## src/rtl/vga_pkg.sv

```systemverilog
// Shared VGA timing sets, colour-bar encoding and default counter width.
// Used by vga_timing_gen and vga_delay_line; the bars are enabled with VGA_TEST_PATTERN_EN.
package vga_pkg;

    localparam int DEFAULT_CNT_W = 11;

    // 800x600 @ 60 Hz, 40 MHz pixel clock
    localparam int SVGA_H_ACTIVE = 800;
    localparam int SVGA_H_FRONT  = 40;
    localparam int SVGA_H_SYNC   = 128;
    localparam int SVGA_H_BACK   = 88;
    localparam int SVGA_V_ACTIVE = 600;
    localparam int SVGA_V_FRONT  = 1;
    localparam int SVGA_V_SYNC   = 4;
    localparam int SVGA_V_BACK   = 23;

    // 640x480 @ 60 Hz, 25.175 MHz pixel clock
    localparam int VGA_H_ACTIVE = 640;
    localparam int VGA_H_FRONT  = 16;
    localparam int VGA_H_SYNC   = 96;
    localparam int VGA_H_BACK   = 48;
    localparam int VGA_V_ACTIVE = 480;
    localparam int VGA_V_FRONT  = 10;
    localparam int VGA_V_SYNC   = 2;
    localparam int VGA_V_BACK   = 33;

    localparam int NUM_BARS = 8;

    // Encoding is {red, green, blue}, each bit expanded to a full channel.
    typedef enum logic [2:0] {
        BAR_BLACK   = 3'b000,
        BAR_BLUE    = 3'b001,
        BAR_GREEN   = 3'b010,
        BAR_CYAN    = 3'b011,
        BAR_RED     = 3'b100,
        BAR_MAGENTA = 3'b101,
        BAR_YELLOW  = 3'b110,
        BAR_WHITE   = 3'b111
    } bar_rgb_t;

    function automatic bar_rgb_t bar_colour(input logic [2:0] idx);
        case (idx)
            3'd0:    return BAR_WHITE;
            3'd1:    return BAR_YELLOW;
            3'd2:    return BAR_CYAN;
            3'd3:    return BAR_GREEN;
            3'd4:    return BAR_MAGENTA;
            3'd5:    return BAR_RED;
            3'd6:    return BAR_BLUE;
            default: return BAR_BLACK;
        endcase
    endfunction

endpackage

```

## src/rtl/vga_delay_line.sv

```systemverilog
// Fixed-depth shift register with an asynchronous reset value.
// A depth of zero is a plain wire.
module vga_delay_line
    import vga_pkg::*;
#(
    parameter int                 DEPTH     = 1,
    parameter int                 WIDTH     = 1,
    parameter logic [WIDTH-1:0]   RESET_VAL = '0
) (
    input  logic             clock_40mhz,
    input  logic             reset,
    input  logic [WIDTH-1:0] din,
    output logic [WIDTH-1:0] dout
);

    generate
        if (DEPTH == 0) begin : g_bypass
            logic unused_clock_reset;
            assign unused_clock_reset = clock_40mhz ^ reset;
            assign dout = din;
        end else begin : g_shift
            logic [WIDTH-1:0] stages [DEPTH];

            always_ff @(posedge clock_40mhz or posedge reset) begin
                if (reset) begin
                    for (int i = 0; i < DEPTH; i++) begin
                        stages[i] <= RESET_VAL;
                    end
                end else begin
                    stages[0] <= din;
                    for (int i = 1; i < DEPTH; i++) begin
                        stages[i] <= stages[i-1];
                    end
                end
            end

            assign dout = stages[DEPTH-1];
        end
    endgenerate

endmodule

```

## src/rtl/vga_timing_gen.sv

```systemverilog
// Parametrised VGA sync/coordinate generator with client-latency alignment of colour and syncs.
// Optional colour-bar source enabled by defining VGA_TEST_PATTERN_EN (adds input test_pattern).
module vga_timing_gen
    import vga_pkg::*;
#(
    parameter int H_ACTIVE   = SVGA_H_ACTIVE,
    parameter int H_FRONT    = SVGA_H_FRONT,
    parameter int H_SYNC     = SVGA_H_SYNC,
    parameter int H_BACK     = SVGA_H_BACK,
    parameter int V_ACTIVE   = SVGA_V_ACTIVE,
    parameter int V_FRONT    = SVGA_V_FRONT,
    parameter int V_SYNC     = SVGA_V_SYNC,
    parameter int V_BACK     = SVGA_V_BACK,
    parameter bit H_SYNC_POL = 1'b0,
    parameter bit V_SYNC_POL = 1'b0,
    parameter int COLOR_W    = 4,
    parameter int CNT_W      = DEFAULT_CNT_W,
    parameter int CLIENT_LAT = 0
) (
    input  logic               clock_40mhz,
    input  logic               reset,
    input  logic [COLOR_W-1:0] red,
    input  logic [COLOR_W-1:0] green,
    input  logic [COLOR_W-1:0] blue,
`ifdef VGA_TEST_PATTERN_EN
    input  logic               test_pattern,
`endif
    output logic [CNT_W-1:0]   pixel_col,
    output logic [CNT_W-1:0]   pixel_row,
    output logic               video_on,
    output logic               line_start,
    output logic               frame_start,
    output logic [COLOR_W-1:0] red_out,
    output logic [COLOR_W-1:0] green_out,
    output logic [COLOR_W-1:0] blue_out,
    output logic               horiz_sync_out,
    output logic               vert_sync_out
);

    localparam int H_TOTAL = H_ACTIVE + H_FRONT + H_SYNC + H_BACK;
    localparam int V_TOTAL = V_ACTIVE + V_FRONT + V_SYNC + V_BACK;

    localparam logic [CNT_W-1:0] H_LAST       = CNT_W'(H_TOTAL - 1);
    localparam logic [CNT_W-1:0] V_LAST       = CNT_W'(V_TOTAL - 1);
    localparam logic [CNT_W-1:0] H_VIS        = CNT_W'(H_ACTIVE);
    localparam logic [CNT_W-1:0] V_VIS        = CNT_W'(V_ACTIVE);
    localparam logic [CNT_W-1:0] H_SYNC_START = CNT_W'(H_ACTIVE + H_FRONT);
    localparam logic [CNT_W-1:0] H_SYNC_END   = CNT_W'(H_ACTIVE + H_FRONT + H_SYNC);
    localparam logic [CNT_W-1:0] V_SYNC_START = CNT_W'(V_ACTIVE + V_FRONT);
    localparam logic [CNT_W-1:0] V_SYNC_END   = CNT_W'(V_ACTIVE + V_FRONT + V_SYNC);

`ifdef VGA_TEST_PATTERN_EN
    localparam int DL_W = 3 + CNT_W;
`else
    localparam int DL_W = 3;
`endif

    logic [CNT_W-1:0] h_count;
    logic [CNT_W-1:0] v_count;
    logic             h_visible;
    logic             v_visible;
    logic             hsync_act;
    logic             vsync_act;
    logic             video_d;
    logic             hsync_d;
    logic             vsync_d;
    logic [DL_W-1:0]  dl_in;
    logic [DL_W-1:0]  dl_out;
    logic [COLOR_W-1:0] pix_red;
    logic [COLOR_W-1:0] pix_green;
    logic [COLOR_W-1:0] pix_blue;

    assign h_visible = h_count < H_VIS;
    assign v_visible = v_count < V_VIS;

    // v_count advances at end of line so vsync edges land on the h_count wrap.
    always_ff @(posedge clock_40mhz or posedge reset) begin
        if (reset) begin
            h_count <= '0;
            v_count <= '0;
        end else if (h_count == H_LAST) begin
            h_count <= '0;
            v_count <= (v_count == V_LAST) ? '0 : v_count + CNT_W'(1);
        end else begin
            h_count <= h_count + CNT_W'(1);
        end
    end

    always_ff @(posedge clock_40mhz or posedge reset) begin
        if (reset) begin
            pixel_col   <= '0;
            pixel_row   <= '0;
            video_on    <= 1'b0;
            line_start  <= 1'b0;
            frame_start <= 1'b0;
            hsync_act   <= 1'b0;
            vsync_act   <= 1'b0;
        end else begin
            if (h_visible) pixel_col <= h_count;
            if (v_visible) pixel_row <= v_count;
            video_on    <= h_visible && v_visible;
            line_start  <= (h_count == '0) && v_visible;
            frame_start <= (h_count == '0) && (v_count == '0);
            hsync_act   <= (h_count >= H_SYNC_START) && (h_count < H_SYNC_END);
            vsync_act   <= (v_count >= V_SYNC_START) && (v_count < V_SYNC_END);
        end
    end

`ifdef VGA_TEST_PATTERN_EN
    assign dl_in = {pixel_col, video_on, hsync_act, vsync_act};
`else
    assign dl_in = {video_on, hsync_act, vsync_act};
`endif

    vga_delay_line #(
        .DEPTH     (CLIENT_LAT),
        .WIDTH     (DL_W),
        .RESET_VAL ('0)
    ) u_align (
        .clock_40mhz (clock_40mhz),
        .reset       (reset),
        .din         (dl_in),
        .dout        (dl_out)
    );

    assign {video_d, hsync_d, vsync_d} = dl_out[2:0];

`ifdef VGA_TEST_PATTERN_EN
    localparam int BAR_W = (H_ACTIVE / NUM_BARS > 0) ? H_ACTIVE / NUM_BARS : 1;

    logic [CNT_W-1:0] col_d;
    logic [CNT_W-1:0] bar_idx;
    bar_rgb_t         bar;

    assign col_d = dl_out[DL_W-1:3];

    // Columns past the last full bar are folded into the final (black) bar.
    always_comb begin
        bar_idx = col_d / CNT_W'(BAR_W);
        bar     = bar_colour((bar_idx > CNT_W'(NUM_BARS - 1)) ? 3'(NUM_BARS - 1) : bar_idx[2:0]);
        if (test_pattern) begin
            pix_red   = {COLOR_W{bar[2]}};
            pix_green = {COLOR_W{bar[1]}};
            pix_blue  = {COLOR_W{bar[0]}};
        end else begin
            pix_red   = red;
            pix_green = green;
            pix_blue  = blue;
        end
    end
`else
    assign pix_red   = red;
    assign pix_green = green;
    assign pix_blue  = blue;
`endif

    always_ff @(posedge clock_40mhz or posedge reset) begin
        if (reset) begin
            red_out        <= '0;
            green_out      <= '0;
            blue_out       <= '0;
            horiz_sync_out <= ~H_SYNC_POL;
            vert_sync_out  <= ~V_SYNC_POL;
        end else begin
            red_out        <= video_d ? pix_red   : '0;
            green_out      <= video_d ? pix_green : '0;
            blue_out       <= video_d ? pix_blue  : '0;
            horiz_sync_out <= hsync_d ? H_SYNC_POL : ~H_SYNC_POL;
            vert_sync_out  <= vsync_d ? V_SYNC_POL : ~V_SYNC_POL;
        end
    end

endmodule

```

## config.mk

```make
export PLATFORM = sky130hd
export DESIGN_NAME = vga_timing_gen
export DESIGN_NICKNAME = d
export VERILOG_FILES = /design/src/rtl/vga_pkg.sv /design/src/rtl/vga_delay_line.sv /design/src/rtl/vga_timing_gen.sv
export SDC_FILE = /design/constraint.sdc
export NUM_CORES = 1
export LEC_CHECK = 0
export ABC_AREA = 0
export BUFFER_PORTS_ARGS = -buffer_cell sky130_fd_sc_hd__buf_2
export CORE_ASPECT_RATIO = 0.8
export CORE_MARGIN = 5
export CORE_UTILIZATION = 49
export DETAILED_ROUTE_END_ITERATION = 16
export PLACE_DENSITY = 0.71
export SLEW_MARGIN = 0
export SYNTH_ARGS = -nofsm -noshare
export SYNTH_HDL_FRONTEND = slang
export SYNTH_SLANG_ARGS = --single-unit
```

## constraint.sdc

```tcl
create_clock -name clock_40mhz -period 1.8 [get_ports clock_40mhz]
set_input_delay 0.18 -clock clock_40mhz [delete_from_list [all_inputs] [get_ports clock_40mhz]]
set_output_delay 0.18 -clock clock_40mhz [all_outputs]
set_load 0.01 [all_outputs]
```

==> impl_metrics.env <==
export IMPL_outcome="finished clean"
export IMPL_finalCritPeriodShare=0.954
export IMPL_finalWirelength_mm=5.03
export IMPL_worstHoldPathType="in2reg"
export IMPL_synthesis_area_per_instance_sq_um=12.0
export IMPL_register_to_register_setup_slack_ns=0.08
export IMPL_power_mw=3.00
export IMPL_tritoncts_clock_tree="done"
export IMPL_detailedPlace_worstSlack_ns=0.0766
export IMPL_io_count=53
export IMPL_r2r_cells=4
export IMPL_rsz0062_at_grt="no"
export IMPL_clock_tree_root_buffer_cell="clkbuf_8"
export IMPL_dominant_cell_type_by_area_after_synthesis="dfrtp_1"
export IMPL_vias_in_the_first_global_route=1802
export IMPL_grt_start_max_net_pins=40
export IMPL_crit_path_start="v_count[4]"
export IMPL_starting_density_of_the_core=0.498
export IMPL_mapped_area_sq_um=2690
export IMPL_clock_tree_htree_level_count=3
export IMPL_fp_row_count=24
export IMPL_critical_path_class="reg2reg"
export IMPL_synth_simple_area_share=0.162
export IMPL_timing_critical_path_to_type="register"
export IMPL_yosysSeqAreaShare=0.587
export IMPL_synthDominantCellAreaShare=0.567
export IMPL_cts_root_to_sink_buffers=2
export IMPL_number_of_max_cap_violations=0
export IMPL_timing_fmax_ghz=0.582
export IMPL_worst_hold_path_num_cells=2
export IMPL_busiest_layer_in_global_routing="met2"
export IMPL_maxSlewHeadroom=0.649
export IMPL_floorplan_die_area_sq_um=7080
export IMPL_first_iter_violations=118
export IMPL_yosys_warnings=0
export IMPL_ant_nets=0
export IMPL_critical_path_endpoint="pixel_row[3]"
export IMPL_cp_start_kind="register"
export IMPL_antenna_diode_count=0
export IMPL_global_route_wire_length_before_repair_mm=8.91
export IMPL_buffer_ports_inserted=52
export IMPL_worstPathArrival_ns=1.94
export IMPL_ys_dominant_reg_cell="dfrtp_1"
export IMPL_grtUsageMet2=0.222
export IMPL_largest_family_of_logic_cells_by_synthesized_area="simple AND/OR/NAND/NOR gates"
export IMPL_drcViolationCount=0
export IMPL_clk_pin_slew_worst_paths_ns=0.07
export IMPL_fill_cells=434
export IMPL_fin_crit_ns=1.72
export IMPL_via_count=1839
export IMPL_areaGrowthSynthToFinish_pct=23.8
export IMPL_cts_num_sinks=63
export IMPL_average_routed_wire_per_standard_cell_um=14.0
export IMPL_worst_skew_pair_late_latency_ns=0.34
export IMPL_setup_tns_final_ns=0
export IMPL_synth_compound_area_frac=0.0544
export IMPL_netlist_top_cells_area="dfrtp_1 57%, mux2_2 4.6%, mux2_4 3.9%"
export IMPL_p_leak_nw=1.67
export IMPL_grt_overflow=0
export IMPL_worstReg2RegEnd="pixel_row[3]"
export IMPL_setup_ws_ns=0.0830
export IMPL_grt_antenna_before_repair=0
export IMPL_postSynth_asyncResetShare=1.00
export IMPL_synth_adder_area_share=0.0232
export IMPL_timing_worst_slew_pin_value_ns=0.527
export IMPL_vdd_drop_max_v=0.000552
export IMPL_design_final_nets=309
export IMPL_synth_edf_count=0
export IMPL_place_congestion=0.887
export IMPL_groute_layer_met3_usage=0.0770
export IMPL_post_route_cells_drive_above_1_share=0.359
export IMPL_first_pass_iters=4
export IMPL_cts_buffers_inserted=9
export IMPL_synth_seq_cells=63
export IMPL_route_detailed_vias_per_inst=5.11
export IMPL_pwr_density_cell_nw_per_um2=900
export IMPL_post_synth_xor_area_fraction=0.0391
export IMPL_multi_input_gate_area_sq_um=1000
export IMPL_setup_viol=0
export IMPL_postSynthNetCount=244
export IMPL_ctsResizeCount=0
export IMPL_chipHeight_um=76.3
export IMPL_drv_slew=0
export IMPL_worstPathMaxFanout=12
export IMPL_synthDistinctLibCells=36
export IMPL_cp_data_required_time_ns=2.02
export IMPL_grt_use_met1=0.219
export IMPL_floorplan_core_area_sq_um=5410
export IMPL_finalClockSkew_ns=0.00416
export IMPL_die_x_um=92.9
export IMPL_fin_worst_hold_slack_ns=0.0558
export IMPL_muxShareOfSynthArea=0.0925
export IMPL_grt_use_total=0.162
export IMPL_ff_latch_area_sq_um=1580
export IMPL_number_of_standard_cells_after_synthesis=225
export IMPL_crit_reg2reg_launch="v_count[4]"
export IMPL_finalHoldViolCount=0
export IMPL_final_hpwl_dp_mm=3.47
==> cell usage after synthesis, drive strengths merged (3+ instances only) <==
cell / n
mux2: 18
ha: 5
nor3: 4
nand2: 8
and2: 14
nor2: 14
o22a: 3
nand4: 9
xor2: 8
o21ai: 7
and3: 4
clkbuf: 9
nor2b: 3
inv: 11
nand3: 11
buf: 5
a21oi: 3
dfrtp: 61
xnor2: 4
and4: 3
nor4: 4
a21o: 4
==> flip-flops by register name (all words and copies together), names as in the netlist <==
signal,flops
green_out,4
vert_sync_out,1
pixel_row,11
blue_out,4
pixel_col,11
v_count,11
horiz_sync_out,1
video_on,1
red_out,4
line_start,1
frame_start,1
h_count,11
vsync_act,1
hsync_act,1
==> layer usage <==
metal | part of all wire | vias up | wire length [um]
li1 | - | 899 | -
met1 | 0.48 | 873 | 2420
met2 | 0.41 | 58 | 2050
met3 | 0.093 | 9 | 465
met4 | 0.018 | 0 | 91
met5 | 0 | - | 0
==> critical path, cell delays in order (launching register included) <==
cell and delay, ns:
dfrtp_1 0.38, a21o_1 0.19, a211o_1 0.30, a21o_1 0.37
mux2_4 0.37
==> worst min path at each step <==
stage	from	to	slack, ns
detailed placement	reset	red_out[1]	0.25
CTS	blue[3]	blue_out[3]	0.03
finish	red[1]	red_out[1]	0.06
floorplan	blue[0]	blue_out[0]	0.31
global route	red[1]	red_out[1]	0.02
global placement	reset	red_out[1]	0.24
==> power by group <==
part / switching, mW / leakage (nW) / internal [mW]
clock network: 0.534 / 0.116 / 0.958
registers: 0.00248 / 0.816 / 1.43
logic: 0.0453 / 0.737 / 0.0303
==> logic make-up after synthesis <==
| kind of cell | after synthesis |
|---|---|
| AND/OR/NAND/NOR | 78 |
| flip-flops | 63 |
| buffers and inverters | 25 |
| AO/OA/AOI/OAI | 22 |
| multiplexers | 20 |
| XOR/XNOR | 12 |
| adder cells (fa/ha/maj) | 5 |
==> cell usage in the layout, fill, tap and decap left out, types with 5 or more instances in the layout <==
cell	n
dfrtp_1	61
buf_2	52
buf_4	15
nor2_1	14
and2_1	14
mux2_2	11
inv_1	10
nand3_1	10
clkbuf_8	10
nand4_1	9
nand2_1	8
xor2_1	8
o21ai_0	7
mux2_4	7
ha_1	5
==> per-stage QoR <==
stage | cells | cell area [sq um] | util
5_1_grt | 360 | 3330 | 0.616
3_5_place_dp | 343 | 3070 | 0.569
4_1_cts | 360 | 3330 | 0.616
6_report | 360 | 3330 | 0.616
2_1_floorplan | 225 | 2690 | -
3_3_place_gp | 343 | 3070 | 0.569
==> what timing repair did <==
item / in CTS / in global routing
hold buffers: 1 / 0
endpoints found under the hold margin: 61 / 0
setup buffers: 0 / 0
==> final cells by class <==
| class | count | area share |
|---|---|---|
| Tap cell | 65 | 0.0244 |
| Clock buffer | 11 | 0.0424 |
| Multi-Input combinational cell | 137 | 0.300 |
| Sequential cell | 63 | 0.474 |
| Clock inverter | 5 | 0.0316 |
| Timing Repair Buffer | 68 | 0.115 |
| Inverter | 11 | 0.0124 |
(Power assumes the default switching activity.)
